`src/rtl/mef_ciclorega.sv`:
```
// Irrigation cycle controller: optional tank fill, valve settle, timed watering
// and cooldown, with a latched alarm for fill timeout or dry-run.
module mef_ciclorega #(
   parameter int unsigned T_PREP  = 2,
   parameter int unsigned T_ASP   = 16,
   parameter int unsigned T_GOT   = 32,
   parameter int unsigned T_PAUSA = 8,
   parameter int unsigned T_ENCHE = 64
) (
   input  logic clk,
   input  logic reset,
   input  logic REGA,
   input  logic Asp,
   input  logic Got,
   input  logic Vazio,
   input  logic Cheio,
   input  logic Rec,
   output logic ValvAsp,
   output logic ValvGot,
   output logic Bomba,
   output logic Enche,
   output logic Alarme,
   output logic Ocupado,
   output logic Fim
);

   typedef enum logic [2:0] {
      OCIOSO  = 3'd0,
      ENCHE   = 3'd1,
      PREP    = 3'd2,
      REGANDO = 3'd3,
      PAUSA   = 3'd4,
      ERRO    = 3'd5
   } estado_t;

   localparam logic [7:0] LIM_PREP  = 8'(T_PREP - 1);
   localparam logic [7:0] LIM_ASP   = 8'(T_ASP - 1);
   localparam logic [7:0] LIM_GOT   = 8'(T_GOT - 1);
   localparam logic [7:0] LIM_PAUSA = 8'(T_PAUSA - 1);
   localparam logic [7:0] LIM_ENCHE = 8'(T_ENCHE - 1);

   estado_t    estado_q, estado_d;
   logic [7:0] cnt_q, cnt_d;
   logic       tipo_q, tipo_d;
   logic       fim_q, fim_d;
   logic [7:0] lim_rega_s;

   assign lim_rega_s = tipo_q ? LIM_GOT : LIM_ASP;

   // State, counter, type and completion-flag registers
   always_ff @(posedge clk or negedge reset) begin
      if (!reset) begin
         estado_q <= OCIOSO;
         cnt_q    <= 8'd0;
         tipo_q   <= 1'b0;
         fim_q    <= 1'b0;
      end else begin
         estado_q <= estado_d;
         cnt_q    <= cnt_d;
         tipo_q   <= tipo_d;
         fim_q    <= fim_d;
      end
   end

   // Next-state logic; Fim is registered so it only marks the first PAUSA cycle
   always_comb begin
      estado_d = estado_q;
      tipo_d   = tipo_q;
      fim_d    = 1'b0;
      case (estado_q)
         OCIOSO: begin
            if (REGA && (Asp || Got)) begin
               tipo_d   = ~Asp;
               estado_d = Vazio ? ENCHE : PREP;
            end else begin
               estado_d = OCIOSO;
            end
         end
         ENCHE: begin
            if (Cheio)                   estado_d = PREP;
            else if (cnt_q == LIM_ENCHE) estado_d = ERRO;
            else if (!REGA)              estado_d = PAUSA;
            else                         estado_d = ENCHE;
         end
         PREP: begin
            if (!REGA)                  estado_d = PAUSA;
            else if (cnt_q == LIM_PREP) estado_d = REGANDO;
            else                        estado_d = PREP;
         end
         REGANDO: begin
            if (Vazio) begin
               estado_d = ERRO;
            end else if (cnt_q == lim_rega_s) begin
               estado_d = PAUSA;
               fim_d    = 1'b1;
            end else if (!REGA) begin
               estado_d = PAUSA;
            end else begin
               estado_d = REGANDO;
            end
         end
         PAUSA: begin
            if (cnt_q == LIM_PAUSA) estado_d = OCIOSO;
            else                    estado_d = PAUSA;
         end
         ERRO: begin
            if (Rec && !REGA) estado_d = OCIOSO;
            else              estado_d = ERRO;
         end
         default: estado_d = OCIOSO;
      endcase

      if ((estado_d != estado_q) || (estado_q == OCIOSO) || (estado_q == ERRO)) begin
         cnt_d = 8'd0;
      end else begin
         cnt_d = cnt_q + 8'd1;
      end
   end

   // Moore output decode from registered state and type only
   always_comb begin
      ValvAsp = 1'b0;
      ValvGot = 1'b0;
      Bomba   = 1'b0;
      Enche   = 1'b0;
      Alarme  = 1'b0;
      Ocupado = 1'b0;
      Fim     = 1'b0;
      case (estado_q)
         ENCHE: begin
            Enche   = 1'b1;
            Ocupado = 1'b1;
         end
         PREP: begin
            ValvAsp = ~tipo_q;
            ValvGot = tipo_q;
            Ocupado = 1'b1;
         end
         REGANDO: begin
            ValvAsp = ~tipo_q;
            ValvGot = tipo_q;
            Bomba   = 1'b1;
            Ocupado = 1'b1;
         end
         PAUSA: begin
            Ocupado = 1'b1;
            Fim     = fim_q;
         end
         ERRO: begin
            Alarme = 1'b1;
         end
         default: begin
            Ocupado = 1'b0;
         end
      endcase
   end

endmodule

```
`config.mk`:
```
export PLATFORM = sky130hd
export DESIGN_NAME = mef_ciclorega
export DESIGN_NICKNAME = d
export VERILOG_FILES = /design/src/rtl/mef_ciclorega.sv
export SDC_FILE = /design/constraint.sdc
export NUM_CORES = 1
export LEC_CHECK = 0
export CAP_MARGIN = 20
export CORE_MARGIN = 2
export CORE_UTILIZATION = 52
export DETAILED_ROUTE_END_ITERATION = 8
export PLACE_DENSITY_LB_ADDON = 0.2
export SYNTH_ARGS = -nofsm -noshare
export SYNTH_HDL_FRONTEND = slang
export SYNTH_SLANG_ARGS = --single-unit
```
`constraint.sdc`:
```
create_clock -name clk -period 2.2 [get_ports clk]
set_input_delay 0.55 -clock clk [delete_from_list [all_inputs] [get_ports clk]]
set_output_delay 0.55 -clock clk [all_outputs]
set_load 0.01 [all_outputs]
```
==> results.toml, run 1 <==
[synth]
synth_area_leaders = "dfrtp_1 (34%), xnor2_1 (4.6%), nor2_1 (4.0%)"
ys_warn_count = 0
synthMuxAreaShare_pct = 0
synth_top_family_by_area = "simple AND/OR/NAND/NOR gates"
synth_compound_area_share_pct = 19.3
synth_fa_ha_area_share_pct = 2.65
async_flop_share_pct = 100
ys_seq_area_share_pct = 34.4
synth_top_cell_area_share_pct = 34.4
yosysTopAreaCell = "dfrtp_1"
avgSynthCellArea_um2 = 10.1
synth.distinct_cells = 43
syn-num-nets = 104
netlist_instances = 94
synth_edf_count = 0
synth_area_um2 = 946
ys_ff_latch = 13
synthFlopType = "dfrtp_1"
synth-simple-area-share_pct = 29.4
synth_xor_area_share_pct = 7.41

[timing]
worstMarginPinSlew_ps = 593
period_minus_slack_ps = 2190
fin_worst_skew_ps = 11.9
setup_viol = 0
finalMaxSlewViolations = 0
slew_headroom_pct = 60.3
post-route-period-util_pct = 99.5
max_freq_mhz = 457
hold_viol_final = 0
fin_tns_setup_ps = 0

[die]
die_w_um = 46.7
core_area_um2 = 1730
die_h_um = 46.7
ioPinCount = 15
initial_core_util_pct = 54.8
placementRows = 15
die-area_um2 = 2180

[setup_path]
worstPathRequired_ps = 2370
end_kind = "flip-flop"
crit_arrival_ps = 2360
crit_fanout = 6
start_kind = "flip-flop"
path_class = "reg -> reg"

[placed_design]
routabilityCongestion = 0.883
place_inst = 140
dpl.hpwl_mm = 1.63
port_buffers = 14

[global_routing]
grt_pass1_wl_mm = 3.61
grt_overflow = 0
grtUsageTotal_pct = 24.9
antenna_found_initial = 0
grt_max_degree = 14
grt_pass1_vias = 780

[job]
maxCapViolCount = 0

[clock_network]
htree_levels = 1
clock-root-buffer = "clkbuf_4"
postCtsHoldBufs = 0
cts_made_buffers = 3
numClockSinks = 13
clkLatencyLatePin_ps = 290
max-clock-path-buffers = 2
cts_tree = "done"
clk_pin_slew_ps = 90

[status]
status = "completed"

[final_layout]
synthToLayoutAreaGrowth_pct = 33.5
final_cell_mix = "buf_4 (17), dfrtp_1 (10), nor2_1 (9)"
drive_above_1_share_pct = 31.7
nets = 137
antenna_cells = 0
layoutNonFillerInstCount = 151
final_common_cell = "buf_4"
utilization_pct = 73.1

[drt]
avgViaCountPerCell = 5.75
ant_nets = 0
drt_iter0_markers = 21
wl_per_cell_um = 16.5
vias = 869
drt_pass1_iterations = 4
totalWireLength_mm = 2.49
drcViolationCount = 0

[power]
power_mw = 1.28
p_leak_nw = 0.579
power_density_nw_per_um2 = 1010
irDropWorstVdd_v = 0.000779

[worst_hold_path]
hold_path.class = "reg -> reg"
==> critical path, stage by stage (launching register included) <==
cell and delay (ps):
dfrtp_2 440, clkbuf_2 180, buf_4 140, or3b_2 490
a41oi_4 250, a2111oi_4 90, a31oi_2 250, buf_4 190
nor2_1 40
==> registers in the layout (all words and copies together) (netlist names) <==
signal and flops:
fim_q 1, estado_q 3, cnt_q 8, tipo_q 1
==> report_power, final <==
group          switching [mW]  internal (mW)  leakage, nW  total, mW
Sequential             0.0747          0.290        0.172      0.365
Clock                  0.0874         0.0705       0.0150      0.158
Combinational           0.350          0.404        0.392      0.754
Total                   0.512          0.765        0.579       1.28
==> stage by stage <==
| step | hold slack, ps | instance area, um2 | setup slack, ps |
|---|---|---|---|
| global placement | 486 | 1150 | -165 |
| finish | 509 | 1260 | 10.8 |
| floorplan | 254 | 946 | 298 |
| global route | 534 | 1260 | -22.3 |
| detailed placement | 500 | 1150 | -211 |
| CTS | 511 | 1210 | 6.56 |
==> final cells by class <==
class / instances / area, um2
fill: 138 / 464
multi-input combinational: 73 / 584
clock buffer: 4 / 26.3
tap: 25 / 31.3
timing repair buffer: 32 / 277
sequential: 13 / 329
inverter: 4 / 15.0
==> synth_stat cells (2+ instances only) <==
library cell and instances:
xor2_1 3, buf_6 2, clkbuf_8 2, xnor2_1 5
nor4b_1 2, a31oi_1 2, ha_1 2, dfrtp_1 13
nor4b_2 2, nor3_1 3, nor2_1 10, a21oi_1 5
inv_1 4, and3_1 3, nand3_1 3, nand2_1 6
==> worst paths after layout <==
check,cells after the start,endpoint,slack [ps],startpoint
max in group asynchronous,1,estado_q[0],1160,reset
setup / recovery,8,cnt_q[7],10,estado_q[2]
hold / removal,1,cnt_q[0],510,cnt_q[0]
min in group asynchronous,1,estado_q[2],630,reset
setup reg to reg,8,cnt_q[7],10,estado_q[2]
hold reg to reg,1,cnt_q[0],510,cnt_q[0]
==> per-layer routing <==
metal	track usage, %	routed length, um
met4	13.3	83
met3	3.53	108
met5	0	0
met2	37.2	1170
met1	34.4	1120
==> cells by family (layout without fill, tap and decap cells) <==
kind of cell / count (synthesis) / after routing
AO/OA/AOI/OAI: 20 / 20
XOR/XNOR: 8 / 8
adder cells (fa/ha/maj): 2 / 2
buffers and inverters: 8 / 40
flip-flops: 13 / 13
AND/OR/NAND/NOR: 43 / 43
==> timing repair <==
| action | in CTS | in global routing |
|---|---|---|
| gates resized for setup | 7 | 10 |
| pin swaps | 0 | 0 |
| buffers inserted | 5 | 2 |
| endpoints found under the setup margin | 7 | 11 |
| cloned | 0 | 0 |
Note: power is estimated with default switching activity, not from simulation.
==> inputs of run 2 (changes only) <==
--- a/config.mk
+++ b/config.mk
@@ -6,6 +6,7 @@
 export NUM_CORES = 1
 export LEC_CHECK = 0
 export CAP_MARGIN = 20
+export CORE_ASPECT_RATIO = 1.25
 export CORE_MARGIN = 2
 export CORE_UTILIZATION = 52
 export DETAILED_ROUTE_END_ITERATION = 8
==> results.toml, run 2 (synthesis results as in run 1) <==
[status]
status = "completed"

[placed_design]
dpl.hpwl_mm = 1.72
routabilityCongestion = 0.837
place_area_um2 = 1130
place_ws_ps = -193
port_buffers = 14

[clock_network]
numClockSinks = 13
clkLatencyLatePin_ps = 280
clk_pin_slew_ps = 70
htree_levels = 1
clock-root-buffer = "clkbuf_4"
cts_tree = "done"
max-clock-path-buffers = 2
cts_made_buffers = 3

[job]
maxCapViolCount = 0

[timing]
period_minus_slack_ps = 2140
fin_tns_setup_ps = 0
setup_viol = 0
slew_headroom_pct = 60.2
worstMarginPinSlew_ps = 595
post-route-period-util_pct = 97.5
finalMaxSlewViolations = 0
rsz0062_at_grt = "yes"
finalWorstSetupSlack_ps = 55.5
hold_viol_final = 0
max_freq_mhz = 466
holdWs_ps = 520
fin_worst_skew_ps = 7.04

[drt]
m1WireLength_um = 935
dr_wl_met3_um = 97
ant_nets = 0
wl_per_cell_um = 16.4
drcViolationCount = 0
drt_iter0_markers = 18
drt_pass1_iterations = 4
top_layer = "met4"
vias = 864
met2WireLength_mm = 1.25
avgViaCountPerCell = 6.04
totalWireLength_mm = 2.35

[power]
clockPowerShare_pct = 12.0
seqPwrFrac_pct = 29.2
irDropWorstVdd_v = 0.000718
p_leak_nw = 0.562
power_frac_comb_pct = 58.8
power_density_nw_per_um2 = 1010
netSwitchingFraction_pct = 39.0
switching_power_uw = 485
p_int_uw = 757
power_mw = 1.24

[global_routing]
grt_pass1_wl_mm = 3.86
grt_overflow = 0
antenna_found_initial = 0
grt_max_degree = 14
grt_pass1_vias = 860
grtUsageTotal_pct = 24.2

[final_layout]
final_cell_mix = "buf_4 (16), dfrtp_1 (10), nor2_1 (9), clkdlybuf4s50_1 (9), nand2_1 (6)"
antenna_cells = 0
drive_above_1_share_pct = 28.2
largest_reg_flops = 8
final_common_cell = "buf_4"
fin_area_um2 = 1230
reg.largest.list = "cnt_q x8, estado_q x3"
synthToLayoutAreaGrowth_pct = 30.3
nFillCells = 146
regMostFlops = "cnt_q"
nets = 135

[setup_path]
critPathMaxStageDelay_ps = 560
crit_arrival_ps = 1590
end_kind = "output port"
path_class = "reg -> out"
cp_slowest_cell = "clkdlybuf4s50_1"
start_kind = "flip-flop"
path_cells = "buf_4, xnor2_1, clkdlybuf4s50_1"
crit_fanout = 6
worstPathRequired_ps = 1650

[die]
ioPinCount = 15
die_w_um = 42.1
initial_core_util_pct = 54.2
die_h_um = 51.7
core_area_um2 = 1740
placementRows = 17
die-area_um2 = 2180

[worst_hold_path]
hold_path.class = "reg -> reg"
-- run 2: stage by stage --
stage          std cells  util [%]
3_3_place_gp         132      64.6
5_1_grt              143      70.7
2_1_floorplan         94         -
6_report             143      70.7
3_5_place_dp         132      64.6
4_1_cts              141      68.5
-- run 2: worst max-delay path, delay by kind of cell, from the launching register on --
family	cells	cell delay (ps)
xor+xnor	1	160
flops	1	450
buf+inv	2	710
-- run 2: worst paths after layout --
path / startpoint / endpoint / slack (ps) / cells past startpoint
worst max-delay path: estado_q[2] / Ocupado / 60 / 3
worst min-delay path: cnt_q[0] / cnt_q[0] / 520 / 1
worst max register to register: cnt_q[0] / cnt_q[0] / 160 / 6
worst min register to register: cnt_q[0] / cnt_q[0] / 520 / 1
max in group asynchronous: reset / estado_q[2] / 1130 / 1
min in group asynchronous: reset / cnt_q[7] / 640 / 1
-- run 2: what timing repair did --
| action | 4_1_cts | 5_1_grt |
|---|---|---|
| resized for setup | 6 | 6 |
| endpoints found under the hold margin | 0 | 0 |
| buffers inserted | 5 | 2 |
| hold buffers | 0 | 0 |
| pin swaps | 0 | 0 |
| setup endpoints to repair | 7 | 12 |
-- run 2: power groups by stage --
stage	sequential, mW	clock [mW]	combinational (mW)
after floorplan	0.328	0	0.435
after global placement	0.369	0	0.606
after detailed placement	0.373	0	0.622
after CTS	0.360	0.153	0.694
after global routing	0.372	0.161	0.782
final	0.362	0.150	0.730
-- run 2: routing by layer --
| layer | global-route usage [%] | up-vias |
|---|---|---|
| met5 | 0 | - |
| met4 | 12.0 | 0 |
| met3 | 3.47 | 7 |
| met2 | 46.1 | 25 |
| met1 | 25.8 | 422 |
| li1 | - | 410 |
-- run 2: area by class of cell --
type	count	area [um2]	area share (%)
well taps	19	23.8	1.93
repair buffers	30	265	21.5
multi-input cells	73	573	46.5
flip-flops and latches	13	329	26.7
clock buffers	4	26.3	2.13
inverters	4	15.0	1.22
